[config.mk]
export PLATFORM = sky130hd
export DESIGN_NAME = hazard_controller
export DESIGN_NICKNAME = d
export VERILOG_FILES = /design/src/rtl/hazard_controller.sv
export SDC_FILE = /design/constraint.sdc
export NUM_CORES = 1
export LEC_CHECK = 0
export CAP_MARGIN = 20
export CORE_ASPECT_RATIO = 1.25
export CORE_MARGIN = 10
export CORE_UTILIZATION = 61
export CTS_CLUSTER_SIZE = 25
export DETAILED_ROUTE_END_ITERATION = 10
export DONT_BUFFER_PORTS = 1
export PLACE_DENSITY = 0.78
export SYNTH_ARGS = -nofsm -noshare
export SYNTH_HDL_FRONTEND = slang
export SYNTH_SLANG_ARGS = --single-unit
[constraint.sdc]
create_clock -name clk -period 4.4 [get_ports clk]
set_input_delay 0.44 -clock clk [delete_from_list [all_inputs] [get_ports clk]]
set_output_delay 0.44 -clock clk [all_outputs]
set_load 0.02 [all_outputs]
[src/rtl/hazard_controller.sv]
// Decode-stage hazard sequencer: load scoreboard, RAW/full/fence stalls and branch flush control.
// Pipeline control outputs are combinational from inputs plus state; state updates on clk when clk_en=1.
module hazard_controller #(
    parameter int unsigned MAX_OUTSTANDING = 4,
    parameter int unsigned FLUSH_CYCLES    = 1
) (
    input  logic        clk,
    input  logic        rst,
    input  logic        clk_en,
    input  logic        id_valid,
    input  logic [4:0]  id_rs1,
    input  logic [4:0]  id_rs2,
    input  logic        id_rs1_used,
    input  logic        id_rs2_used,
    input  logic [4:0]  id_rd,
    input  logic        id_rd_we,
    input  logic        id_is_load,
    input  logic        id_is_fence,
    input  logic        ex_branch_taken,
    input  logic        wb_load_done,
    input  logic [4:0]  wb_rd,
    output logic        if_stall,
    output logic        id_stall,
    output logic        id_flush,
    output logic        ex_bubble,
    output logic        id_fire,
    output logic [31:0] busy_vec,
    output logic        sb_err
);

    localparam int unsigned OW          = $clog2(MAX_OUTSTANDING + 1);
    localparam logic [OW-1:0] CNT_MAX   = OW'(MAX_OUTSTANDING);
    localparam logic [2:0]    FC_RELOAD = 3'(FLUSH_CYCLES - 1);
    localparam bit            MULTI_FLUSH = (FLUSH_CYCLES > 1);

    typedef enum logic [1:0] {
        RUN   = 2'd0,
        FLUSH = 2'd1,
        DRAIN = 2'd2
    } state_t;

    state_t        state_q, state_d;
    logic [2:0]    fcnt_q, fcnt_d;
    logic [31:0]   busy_q, busy_d;
    logic [OW-1:0] cnt_q, cnt_d;
    logic          sb_err_q, sb_err_d;

    logic hz1_c, hz2_c, raw_c, full_c, fwait_c;
    logic stall_c, flush_c, bubble_c, fire_c;
    logic load_fire_c, inc_c, dec_c;

    // A source register completing writeback this cycle is bypassed, so it does not stall.
    always_comb begin
        hz1_c   = id_rs1_used && (id_rs1 != 5'd0) && busy_q[id_rs1]
                  && !(wb_load_done && (wb_rd == id_rs1));
        hz2_c   = id_rs2_used && (id_rs2 != 5'd0) && busy_q[id_rs2]
                  && !(wb_load_done && (wb_rd == id_rs2));
        raw_c   = id_valid && (hz1_c || hz2_c);
        full_c  = id_valid && id_is_load && (cnt_q == CNT_MAX) && !wb_load_done;
        fwait_c = id_valid && id_is_fence
                  && !((cnt_q == '0) || ((cnt_q == OW'(1)) && wb_load_done));
    end

    // Sequencer: branch flush > fence drain > RAW/full stall > fire.
    always_comb begin
        state_d  = state_q;
        fcnt_d   = fcnt_q;
        stall_c  = 1'b0;
        flush_c  = 1'b0;
        bubble_c = 1'b0;
        fire_c   = 1'b0;
        if (ex_branch_taken) begin
            flush_c  = 1'b1;
            bubble_c = 1'b1;
            fcnt_d   = FC_RELOAD;
            state_d  = MULTI_FLUSH ? FLUSH : RUN;
        end else begin
            case (state_q)
                FLUSH: begin
                    flush_c  = 1'b1;
                    bubble_c = 1'b1;
                    if (fcnt_q != 3'd0) fcnt_d = fcnt_q - 3'd1;
                    if (fcnt_q <= 3'd1) state_d = RUN;
                end
                DRAIN: begin
                    if (fwait_c) begin
                        stall_c  = 1'b1;
                        bubble_c = 1'b1;
                    end else begin
                        fire_c  = id_valid;
                        state_d = RUN;
                    end
                end
                default: begin
                    if (fwait_c) begin
                        stall_c  = 1'b1;
                        bubble_c = 1'b1;
                        state_d  = DRAIN;
                    end else if (raw_c || full_c) begin
                        stall_c  = 1'b1;
                        bubble_c = 1'b1;
                    end else begin
                        fire_c = id_valid;
                    end
                end
            endcase
        end
    end

    // Scoreboard and outstanding-load counter; a same-cycle set beats the clear.
    always_comb begin
        load_fire_c = fire_c && id_is_load;
        busy_d      = busy_q;
        if (wb_load_done) busy_d[wb_rd] = 1'b0;
        if (load_fire_c && id_rd_we && (id_rd != 5'd0)) busy_d[id_rd] = 1'b1;
        busy_d[0]   = 1'b0;

        inc_c    = load_fire_c;
        dec_c    = wb_load_done && (cnt_q != '0);
        cnt_d    = cnt_q;
        if (inc_c && !dec_c && (cnt_q != CNT_MAX)) cnt_d = cnt_q + OW'(1);
        else if (dec_c && !inc_c)                  cnt_d = cnt_q - OW'(1);
        sb_err_d = sb_err_q || (wb_load_done && (cnt_q == '0));
    end

    always_ff @(posedge clk) begin
        if (rst) begin
            state_q  <= RUN;
            fcnt_q   <= 3'd0;
            busy_q   <= 32'd0;
            cnt_q    <= '0;
            sb_err_q <= 1'b0;
        end else if (clk_en) begin
            state_q  <= state_d;
            fcnt_q   <= fcnt_d;
            busy_q   <= busy_d;
            cnt_q    <= cnt_d;
            sb_err_q <= sb_err_d;
        end
    end

    // Everything reads as zero while reset is held.
    always_comb begin
        if_stall  = !rst && stall_c;
        id_stall  = !rst && stall_c;
        id_flush  = !rst && flush_c;
        ex_bubble = !rst && bubble_c;
        id_fire   = !rst && fire_c;
        busy_vec  = rst ? 32'd0 : busy_q;
        sb_err    = !rst && sb_err_q;
    end

endmodule

==> results.py, run 1 <==
metrics = {
    "power": {
        "p_comb_frac": 0.144,
        "peakVddDrop_uv": 199.7,
        "seqPwrFrac": 0.490,
        "p_clk_frac": 0.367,
        "swShare": 0.2644,
        "p_sw_uw": 180.4,
        "powerDensity_nw_per_um2": 253.2,
        "p_leak_uw": 0.0009523,
        "p_int_uw": 502.0,
    },
    "critical_path": {
        "critPathArrivalTime_ns": 2.98,
        "worst-setup-path-type": "flop to flop",
        "worst_ep_required_time_ns": 4.59,
        "critPathLaunchType": "flop",
        "cp_slowest_cell": "nand4_1",
        "cp_cell_sequence": "mux4_1 -> mux2i_1 -> and2_1 -> o21ai_0 -> nand4_1 -> and3_1 -> nand4_1 -> o31ai_1",
        "crit_fanout": 16,
        "crit_top_cell": "nand4_1",
        "max_stage_delay_ns": 0.59,
        "endpoint_kind": "flop",
        "rr_worst_depth": 8,
    },
    "grt": {
        "grt_pass1_wl_um": 12730,
        "grt_max_degree": 44,
        "grt_pass1_vias": 2502,
        "grt_usage": 0.2171,
        "grt_overflow_total": 0,
        "antenna_found_initial": 0,
    },
    "floorplan": {
        "io_pins": 69,
        "initial_core_util": 0.6411,
        "die_h_um": 93.68,
        "rows": 26,
        "chipWidth_um": 78.94,
        "design.core.area_um2": 4131,
        "die-area_um2": 7395,
    },
    "routing": {
        "wl_per_cell_um": 22.67,
        "drt-pass1-iter-count": 4,
        "wl_met1_um": 2906,
        "viasPerCell": 6.866,
        "num_vias": 2465,
        "ant_nets": 0,
        "drc": 0,
        "drtIter0Drc": 200,
        "dr_wl_met2_um": 3876,
        "highest_layer": "met4",
        "routed_wl_um": 8140,
        "wl_met3_um": 1009,
    },
    "placement": {
        "dpl.cell_count": 351,
        "hpwl_um": 6067,
        "gp_congestion": 0.9488,
        "port_buffers": 0,
    },
    "cts": {
        "cts_resized": 0,
        "clock_sinks": 36,
        "root_buffer": "clkbuf_8",
        "clock_latency_ns": 0.30,
        "cts_tree": "done",
        "cts_buffers": 5,
        "cts.path.max_buffers": 2,
        "clkTransAtPathRegs_ns": 0.08,
        "htreeDepth": 2,
        "post_cts_buffers": 0,
        "ctsHoldBuffers": 0,
    },
    "timing": {
        "worst_pin_slew_ns": 0.7181,
        "setup-violations-final": 0,
        "clock_skew_ns": 0.007686,
        "period_needed_ns": 2.786,
        "hold_viol_final": 0,
        "maxSlewViolCount": 0,
        "rsz0062_at_grt": "false",
        "finalCritPeriodShare": 0.6331,
        "maxSlewHeadroom": 0.5198,
        "tns_ns": 0,
        "fmax_mhz": 359.0,
    },
    "logic_synthesis": {
        "yosys.area.top_type_share": 0.2721,
        "synth_edf_count": 0,
        "synth_area_um2": 2649,
        "synthTopCellsByCount": "o21ai_0, nor2b_1, dfxtp_1",
        "ys_seq_area_frac": 0.2721,
        "synthTopCellsByArea": "dfxtp_1, nor2b_1, o21ai_0, mux2i_1, mux4_2",
        "syn_avg_cell_area_um2": 8.330,
        "synth_ff_type": "dfxtp_1",
        "synth_most_common_cell": "o21ai_0",
        "syn-num-nets": 353,
        "yosysWarnings": 0,
        "yosysTopAreaCell": "dfxtp_1",
        "synth-seq-cells": 36,
        "ys_types": 54,
        "synthArstFlopShare": 0,
        "syn_inst": 318,
    },
    "final_layout": {
        "fin_cells": 359,
        "n_fill_cell": 371,
        "num-nets-final": 337,
        "drive_above_1_share": 0.09571,
        "syn2layout_area_growth_pct": 1.748,
        "n_antenna_cell": 0,
    },
    "min_path": {
        "hold_class": "input port to flop",
        "holdPathStages": 1,
    },
    "run_status": {
        "status": "finished clean",
    },
    "flow_run": {
        "maxCapViolCount": 0,
    },
}
==> placed cells by master, fill, tap and decap left out, types with 2 or more instances in the layout <==
| master | n |
|---|---|
| a21oi_1 | 5 |
| a22oi_1 | 2 |
| a31oi_1 | 3 |
| and2_1 | 2 |
| and3_1 | 5 |
| clkbuf_1 | 2 |
| clkbuf_8 | 6 |
| dfxtp_1 | 36 |
| ha_1 | 4 |
| inv_1 | 8 |
| mux2_2 | 3 |
| mux2i_1 | 15 |
| mux4_2 | 6 |
| nand2_1 | 11 |
| nand2b_1 | 6 |
| nand3_1 | 8 |
| nand3b_1 | 8 |
| nand4_1 | 5 |
| nor2_1 | 14 |
| nor2b_1 | 37 |
| nor3_1 | 4 |
| nor3b_1 | 3 |
| nor4_1 | 2 |
| o21ai_0 | 43 |
| o31ai_1 | 17 |
| o31ai_2 | 3 |
| o41ai_1 | 3 |
| or2_2 | 4 |
| or3_1 | 6 |
| xnor2_1 | 3 |
| xor2_1 | 8 |
==> metal layers <==
metal,track usage,vias up
met5,0,-
met4,0.1123,0
met1,0.2279,1190
li1,-,1128
met3,0.09387,29
met2,0.3613,118
==> through the flow <==
| stage | hold slack, ns | util | total power, uW | worst slack, ns | instance area (um2) |
|---|---|---|---|---|---|
| after floorplan | 0.4290 | - | 441.9 | 1.533 | 2649 |
| after global placement | 0.4443 | 0.6305 | 437.6 | 1.610 | 2605 |
| after detailed placement | 0.4570 | 0.6305 | 439.4 | 1.452 | 2605 |
| after CTS | 0.2029 | 0.6523 | 684.4 | 1.622 | 2695 |
| after global routing | 0.1990 | 0.6523 | 706.9 | 1.366 | 2695 |
| final | 0.2050 | 0.6523 | 682.4 | 1.614 | 2695 |
==> critical path: cells and delay by family, from the launching register on <==
kind / cells / cell delay (ns)
flip-flops: 1 / 0.33
multiplexers: 2 / 0.64
AND/OR/NAND/NOR: 4 / 1.12
AO/OA/AOI/OAI: 2 / 0.58
==> final timing paths <==
path	slack (ns)	startpoint	to
worst max register to register	1.61	busy_q[13]	busy_q[7]
worst min-delay path	0.21	rst	cnt_q[1]
worst max-delay path	1.61	busy_q[13]	busy_q[7]
worst min register to register	0.47	cnt_q[1]	cnt_q[1]
==> sequential cells by signal, indices dropped and copies added (netlist names) <==
name / count
sb_err_q: 1
busy_q: 31
state_q: 1
cnt_q: 3
==> logic make-up after synthesis <==
family                   count (synthesis)  synth area share
flip-flops                              36            0.2721
AND/OR/NAND/NOR                        121            0.2688
other                                    1          0.001416
buffers and inverters                   32           0.05715
adder cells (fa/ha/maj)                  4           0.01890
multiplexers                            25            0.1304
AO/OA/AOI/OAI                           88            0.2149
XOR/XNOR                                11           0.03638
==> power groups by stage <==
stage / clock network (uW) / logic, uW / registers [uW]
after floorplan: 0 / 101 / 341
after global placement: 0 / 96.0 / 342
after detailed placement: 0 / 97.6 / 342
after CTS: 252 / 98.0 / 334
after global routing: 264 / 108 / 335
final: 250 / 98.1 / 334
==> area by class of cell <==
cell class,count,area [um2],area share
timing repair buffer,1,7.507,0.002786
clock buffer,8,90.09,0.03343
multi-input combinational,250,1777,0.6592
inverter,8,30.03,0.01114
sequential,36,720.7,0.2674
tap,56,70.07,0.02600
Note: power is estimated with default switching activity, not from simulation.
==> run 2: changes to the inputs <==
--- a/config.mk
+++ b/config.mk
@@ -8,11 +8,11 @@
 export CAP_MARGIN = 20
 export CORE_ASPECT_RATIO = 1.25
 export CORE_MARGIN = 10
-export CORE_UTILIZATION = 61
+export CORE_UTILIZATION = 58
 export CTS_CLUSTER_SIZE = 25
 export DETAILED_ROUTE_END_ITERATION = 10
 export DONT_BUFFER_PORTS = 1
-export PLACE_DENSITY = 0.78
+export PLACE_DENSITY = 0.77
 export SYNTH_ARGS = -nofsm -noshare
 export SYNTH_HDL_FRONTEND = slang
 export SYNTH_SLANG_ARGS = --single-unit
==> constraint.sdc (replaced) <==
create_clock -name clk -period 2.32 [get_ports clk]
set_input_delay 0.232 -clock clk [delete_from_list [all_inputs] [get_ports clk]]
set_output_delay 0.232 -clock clk [all_outputs]
set_load 0.02 [all_outputs]
==> results.py, run 2 (synthesis results as in run 1) <==
metrics = {
    "power": {
        "swShare": 0.2602,
        "powerDensity_nw_per_um2": 465.7,
        "finalPower_uw": 1429,
        "peakVddDrop_uv": 466.2,
        "p_leak_uw": 0.001098,
        "seqPwrFrac": 0.443,
        "p_clk_frac": 0.393,
        "p_sw_uw": 371.9,
        "p_comb_frac": 0.164,
        "p_int_uw": 1057,
    },
    "final_layout": {
        "syn2layout_area_growth_pct": 15.87,
        "top_regs": "busy_q (31), cnt_q (3)",
        "final_cell_area_um2": 3069,
        "largest_reg_flops": 31,
        "top_register": "busy_q",
        "n_fill_cell": 367,
        "n_antenna_cell": 0,
        "final_common_cell": "nor2b_1",
        "num-nets-final": 354,
        "drive_above_1_share": 0.2250,
        "mostFrequentLayoutCells": "nor2b_1, o21ai_0, dfxtp_1, mux2i_1, nor2_1",
    },
    "timing": {
        "worst_pin_slew_ns": 0.6028,
        "fmax_mhz": 405.4,
        "clock_skew_ns": 0.008914,
        "maxSlewViolCount": 0,
        "period_needed_ns": 2.467,
        "tns_ns": -2.296,
        "fin_ws_ns": -0.1467,
        "maxSlewHeadroom": 0.5981,
        "hold_viol_final": 0,
        "setup-violations-final": 32,
        "rsz0062_at_grt": "true",
        "hold_slack_ns": 0.02421,
        "finalCritPeriodShare": 1.063,
    },
    "floorplan": {
        "design.core.area_um2": 4425,
        "die_h_um": 95.56,
        "rows": 27,
        "initial_core_util": 0.5985,
        "chipWidth_um": 80.45,
        "io_pins": 69,
        "die-area_um2": 7687,
    },
    "cts": {
        "cts_buffers": 5,
        "htreeDepth": 2,
        "cts.path.max_buffers": 2,
        "cts_tree": "done",
        "root_buffer": "clkbuf_8",
        "clock_latency_ns": 0.30,
        "clock_sinks": 36,
        "clkTransAtPathRegs_ns": 0.07,
    },
    "routing": {
        "drtIter0Drc": 219,
        "drc": 0,
        "num_vias": 2570,
        "drt-pass1-iter-count": 6,
        "routed_wl_um": 8987,
        "ant_nets": 0,
        "wl_per_cell_um": 23.78,
        "viasPerCell": 6.799,
    },
    "critical_path": {
        "worst_ep_required_time_ns": 2.54,
        "max_stage_delay_ns": 0.48,
        "critPathBufInv": 1,
        "critPathArrivalTime_ns": 2.68,
        "critPathLaunchType": "flop",
        "cp_slowest_cell": "or3b_4",
        "endpoint_kind": "flop",
        "cpLargestDelayFamily": "compound AO/OA/AOI/OAI gates",
        "worst-setup-path-type": "flop to flop",
        "crit_fanout": 8,
        "cp_cell_sequence": "mux2_2 -> a221oi_1 -> o41ai_2 -> o21ai_2 -> nand4_2 -> or3b_4 -> buf_12 -> o31ai_4",
    },
    "grt": {
        "grt_usage": 0.2238,
        "grt_pass1_vias": 2449,
        "grt_overflow_total": 0,
        "grt_max_degree": 43,
        "antenna_found_initial": 0,
        "grt_pass1_wl_um": 13420,
    },
    "placement": {
        "placed_cell_area_um2": 2703,
        "port_buffers": 0,
        "pre_cts_slack_ns": -0.1579,
        "hpwl_um": 6335,
        "gp_congestion": 0.9146,
    },
    "min_path": {
        "hold_class": "input port to flop",
    },
    "flow_run": {
        "maxCapViolCount": 0,
    },
    "run_status": {
        "status": "finished, violations left",
        "violations": "setup timing",
    },
}
[run 2: cell types whose count changed in the layout (fill, tap and decap cells not counted), moves of 3 or more]
cell and delta:
o31ai_1 -12, o31ai_4 +8, buf_4 +7, buf_6 +7, o21ai_0 -7, o21ai_1 +4
o31ai_2 +4, dfxtp_1 -3, dfxtp_2 +3, o21ai_2 +3
[run 2: final cells by class]
cell class	count	area [um2]	area share
Multi-Input combinational cell	250	1956	0.6372
Sequential cell	36	724.4	0.2360
Timing Repair Buffer	18	178.9	0.05830
Clock buffer	6	72.57	0.02364
Tap cell	58	72.57	0.02364
Clock inverter	2	35.03	0.01141
Inverter	8	30.03	0.009784
[run 2: final timing paths]
check	from	to	slack, ns	cells past startpoint
min reg2reg	sb_err_q	sb_err_q	0.48	2
min	id_rd[2]	busy_q[1]	0.02	1
max	busy_q[1]	busy_q[24]	-0.15	8
max reg2reg	busy_q[1]	busy_q[24]	-0.15	8
[run 2: power by group through the flow]
stage	clock network (uW)	registers [uW]	logic (uW)
5_1_grt	581	635	257
4_1_cts	552	634	219
3_5_place_dp	0	648	197
6_report	562	634	234
3_3_place_gp	0	647	194
2_1_floorplan	0	646	193
[run 2: what timing repair did]
| item | in CTS | in global routing |
|---|---|---|
| pin swaps | 15 | 11 |
| hold endpoints to repair | 2 | 2 |
| setup endpoints to repair | 21 | 38 |
| hold buffers | 1 | 1 |
| gates cloned | 1 | 0 |
| buffers inserted | 2 | 0 |
| resized for setup | 26 | 28 |
[run 2: metal layers]
metal	GRT usage	share of wire	vias up
met2	0.3644	0.49	152
met3	0.08004	0.11	25
met5	0	0	-
li1	-	-	1170
met1	0.2606	0.38	1223
met4	0.08824	0.027	0
[run 2: per-stage QoR]
| step | std cells | util |
|---|---|---|
| after global placement | 365 | 0.6107 |
| after global routing | 378 | 0.6935 |
| after CTS | 377 | 0.6675 |
| final | 378 | 0.6935 |
| after floorplan | 318 | - |
| after detailed placement | 365 | 0.6107 |
==> edit 1, RTL diff (config.mk and constraints of run 1) <==
Re-encode `state_t` (3 states) as one-hot, 3 bits wide.
--- a/src/rtl/hazard_controller.sv
+++ b/src/rtl/hazard_controller.sv
@@ -35,6 +35,6 @@
 
-    typedef enum logic [1:0] {
-        RUN   = 2'd0,
-        FLUSH = 2'd1,
-        DRAIN = 2'd2
+    typedef enum logic [2:0] {
+        RUN   = 3'b001,
+        FLUSH = 3'b010,
+        DRAIN = 3'b100
     } state_t;
Function: no difference found for any inputs over 4 cycles, from zero or initial values and one cycle with rst high; so few cycles prove little.
==> edit 1 against run 1 <==
Combinational power shrank 19%. Hold slack lost 0.0057 ns. Non-clock buffer count is the same. Critical path depth shrank 2. Cell area grew 3.8%. Core utilization shrank 1.5 points. Sequential power grew 2%. Routed wire length shrank 3.3%. Synthesized area grew 3.6%. Worst setup slack lost 0.42 ns. Sequential cell count grew 1. Total power shrank 2.2%. Critical endpoint is now id_fire.
==> edit 1: results (changes against run 1) <==
stage,metric,value,unit,change
run_status,status,finished clean,,
clock_network,Post-CTS Setup Bufs,0,,unchanged
global_routing,vias in the first global route,2411,,-3.6%
route,DR pass1 iterations,5,,+1
synthesis,Synth area leaders,"dfxtp_1, nor2b_1, o21ai_0",,
synthesis,ys flop type,dfxtp_1,,
route,DR iter-0 viols,210,,+5.0%
critical_path,Crit path max-delay family,simple AND/OR/NAND/NOR gates,,
clock_network,Root Buffer,clkbuf_8,,
route,vias per cell,6.69,,-2.5%
layout,number of diodes,0,,unchanged
synthesis,commonest cells in the netlist,"o21ai_0, nor2b_1, dfxtp_1",,
layout,Largest regs,"busy_q: 31 flops, cnt_q: 3 flops, state_q: 2 flops",,
layout,ratio of cells with drive above 1 in the final layout,0.130,,+0.0344
global_routing,All-Layer GR Usage,0.206,,-0.0115
placement,pre-CTS WS,1.35,ns,-0.0985 ns
synthesis,Syn Nets,366,,+3.7%
placement,Port-buffer cells,0,,unchanged
power,Logic power comb,79.0,µW,-19%
layout,Final #Nets,349,,+3.6%
clock_network,clk_lat worst skew,0.30,ns,about the same
global_routing,pin count of the biggest net entering global routing,46,,+4.5%
synthesis,synth unique cells,54,,unchanged
global_routing,first-pass GRT wire length,12.3,mm,-3.4%
critical_path,critical path type,reg -> out,,
synthesis,fraction of synthesized area in multiplexers,0.147,,+0.0168
sta,relative slew slack,0.329,,-0.191
power,leakage,0.972,nW,+2.1%
synthesis,Synth Area in Compound Gates,0.185,,-0.0299
power,VDD IR-drop max,0.182,mV,-8.8%
placement,RePlAce Congestion,0.956,,+0.77%
power,clk pwr,248,µW,
synthesis,XOR/XNOR Fraction of Synth Area,0.0319,,-0.00447
clock_network,post_cts resized,0,,unchanged
clock_network,Num CTS Buffers,5,,unchanged
critical_path,"Data arrival, critical path",2.76,ns,-0.22 ns
power,Sw Pwr,180,µW,-0.19%
critical_path,worst-path fanout max,3,,-13
placement,Detail Placement HPWL,6.04,mm,-0.52%
synthesis,sequential area share after synthesis,0.270,,-0.00226
critical_path,CP max stage delay,0.83,ns,+0.24 ns
hold_path,Tightest Hold Check Type,in -> reg,,
clock_network,"Reg clk slew, reported paths",0.08,ns,about the same
route,post-DR wirelength/cell,21.1,µm,-6.9%
critical_path,Worst path slowest cell,nor4b_1,,
sta,skew final,0.00665,ns,-0.00104 ns
synthesis,ys async rst share,0,,unchanged
synthesis,Synth Area in Adders,0.0182,,-0.000663
layout,filler instances,385,,+3.8%
edit 1: changes by cell type after synthesis, moves of 4 or more:
cell      change
and3_1        -5
clkbuf_1      +6
nand2_1      +11
nand3_1       +4
nor2b_1       +5
o21ai_1       +9
o21ai_2       +9
o31ai_1      -16
edit 1: path summary, 6_finish.rpt:
path / to / cells after the start / slack, ns
min reg2reg: state_q[2]$_SDFFE_PP0P_ / 2 / 0.47
max reg2reg: busy_q[19]$_SDFFE_PP0P_ / 8 / 1.55
max: id_fire / 6 / 1.20
min: cnt_q[1]$_SDFFE_PP0P_ / 1 / 0.20
edit 1: final cells by class:
cell class              instances  area share
clock buffers                   5      0.0246
clock inverters                 3     0.00805
inverters                       5     0.00671
multi-input cells             264       0.667
flip-flops and latches         37       0.265
well taps                      58      0.0259
repair buffers                  1     0.00268
edit 1: metrics by stage:
stage	hold WS (ns)	instance area [µm²]	total power, mW	cells
after floorplan	0.429	2750	0.438	331
after global placement	0.439	2710	0.426	365
after detailed placement	0.462	2710	0.427	365
after CTS	0.197	2800	0.668	373
after global routing	0.192	2800	0.693	373
final	0.199	2800	0.667	373
edit 1: kinds of logic (layout without fill, tap and decap cells):
| logic type | Yosys count | count (layout) |
|---|---|---|
| XOR/XNOR | 10 | 10 |
| AO/OA/AOI/OAI | 84 | 84 |
| adder cells (fa/ha/maj) | 4 | 4 |
| buffers and inverters | 30 | 14 |
| AND/OR/NAND/NOR | 136 | 136 |
| other | 1 | 1 |
| flip-flops | 37 | 37 |
| multiplexers | 29 | 29 |
edit 1: metal layers:
layer	up-vias	GRT usage	share of wire	routed length, µm
met5	-	0	0	0
met4	0	0.0868	0.028	219
met3	23	0.0865	0.12	946
met2	139	0.349	0.49	3870
met1	1174	0.218	0.36	2840
li1	1161	-	-	-
==> edit 2, RTL diff (flow settings as in run 1) <==
Made on the original files. `MAX_OUTSTANDING`: 4 -> 8.
--- a/src/rtl/hazard_controller.sv
+++ b/src/rtl/hazard_controller.sv
@@ -3,3 +3,3 @@
 module hazard_controller #(
-    parameter int unsigned MAX_OUTSTANDING = 4,
+    parameter int unsigned MAX_OUTSTANDING = 8,
     parameter int unsigned FLUSH_CYCLES    = 1
Check against the original RTL: not equivalent (Yosys sat finds a counterexample within 10 cycles, from zero or initial values and one cycle with rst high).
==> edit 2 against run 1 <==
Synthesized area up 2.6%. Via count shrank 0.85%. Final cell count increased by 1.9%. Routed wire length is 1.3% lower. Total power up 10%. Hold slack got worse by 0.0012 ns. Cell area up 3.4%. Sequential share of layout area shrank 0.17 points. Sequential cell count increased by 1. Synthesized cell count grew 0.63%. Worst setup slack got worse by 0.67 ns.
==> edit 2: results (changes against run 1) <==
stage,metric,value,unit,change
run_status,status,finished clean,,
global_routing,pin count of the biggest net entering global routing,46,,+4.5%
power,VDD IR-drop max,0.185,mV,-7.3%
power,Sw Pwr,224,µW,+24%
power,Logic power comb,155,µW,+58%
layout,nonclk inv count,6,,-2
synthesis,Avg Synthesized Cell Area,8.49,µm²,+2.0%
synthesis,commonest cells in the netlist,"nor2b_1, dfxtp_1, o21ai_0, o21ai_1, clkbuf_1",,
global_routing,All-Layer GR Usage,0.214,,-0.00307
sta,Hold WS,0.204,ns,-0.00122 ns
critical_path,FF-to-FF setup slack,1.18,ns,-0.43 ns
power,Design Power,750,µW,+10%
layout,Non-clock buffer share,0,,-0.00279
layout,Final #Nets,341,,+1.2%
placement,Detail Placement HPWL,6.22,mm,+2.5%
route,Post-Route WL,8.03,mm,-1.3%
global_routing,vias in the first global route,2435,,-2.7%
global_routing,met2 Track Usage GR,0.377,,+0.0158
synthesis,Mapped Area,2720,µm²,+2.6%
critical_path,Worst path slowest cell,nor4bb_1,,
critical_path,CP max stage delay,0.49,ns,-0.10 ns
layout,Largest regs,"busy_q: 31 flops, cnt_q: 4 flops",,
critical_path,"Data arrival, critical path",3.01,ns,+0.03 ns
global_routing,first-pass GRT wire length,12.6,mm,-0.76%
route,DR iter-0 viols,160,,-20%
sta,skew final,0.00570,ns,-0.00199 ns
layout,Post-Layout Cell Count,366,,+1.9%
critical_path,FF-to-FF path depth,10,,+2
sta,fin crit share,0.785,,+0.152
layout,fraction of area in multi-input gates,0.671,,+0.0113
power,Seq pwr share,0.477,,-0.013
placement,dpl cells,358,,+2.0%
layout,Layout clock area frac,0.0296,,-0.00380
synthesis,Synth area leaders,"dfxtp_1, nor2b_1, mux4_2",,
synthesis,synth unique cells,57,,+5.6%
critical_path,worst-path fanout max,5,,-11
layout,filler instances,380,,+2.4%
layout,Seq/total area,0.266,,-0.00170
critical_path,critical path type,reg -> out,,
edit 2: worst register-to-register path: stages, from the launching register on:
cell	delay, ns
dfxtp_1	0.36
inv_1	0.11
ha_1	0.24
nor4bb_1	0.49
a21oi_1	0.14
and4b_1	0.25
a2111oi_2	0.48
nor4_4	0.13
a2111o_1	0.38
a21oi_1	0.18
mux2_2	0.35
edit 2: kinds of logic (layout without fill, tap and decap cells):
kind of cell	after synthesis	in the layout	synth area share
buf+inv	26	14	0.0396
compound gates	99	99	0.220
flops	37	37	0.273
other cells	1	1	0.00138
simple gates	121	121	0.284
mux	22	22	0.134
fa+ha+maj	3	3	0.0138
xor+xnor	11	11	0.0355
edit 2: metal layers:
layer	wire, µm	up-vias	part of all wire
li1	-	1151	-
met1	2940	1179	0.37
met5	0	-	0
met2	4070	100	0.51
met4	191	0	0.024
met3	830	14	0.10
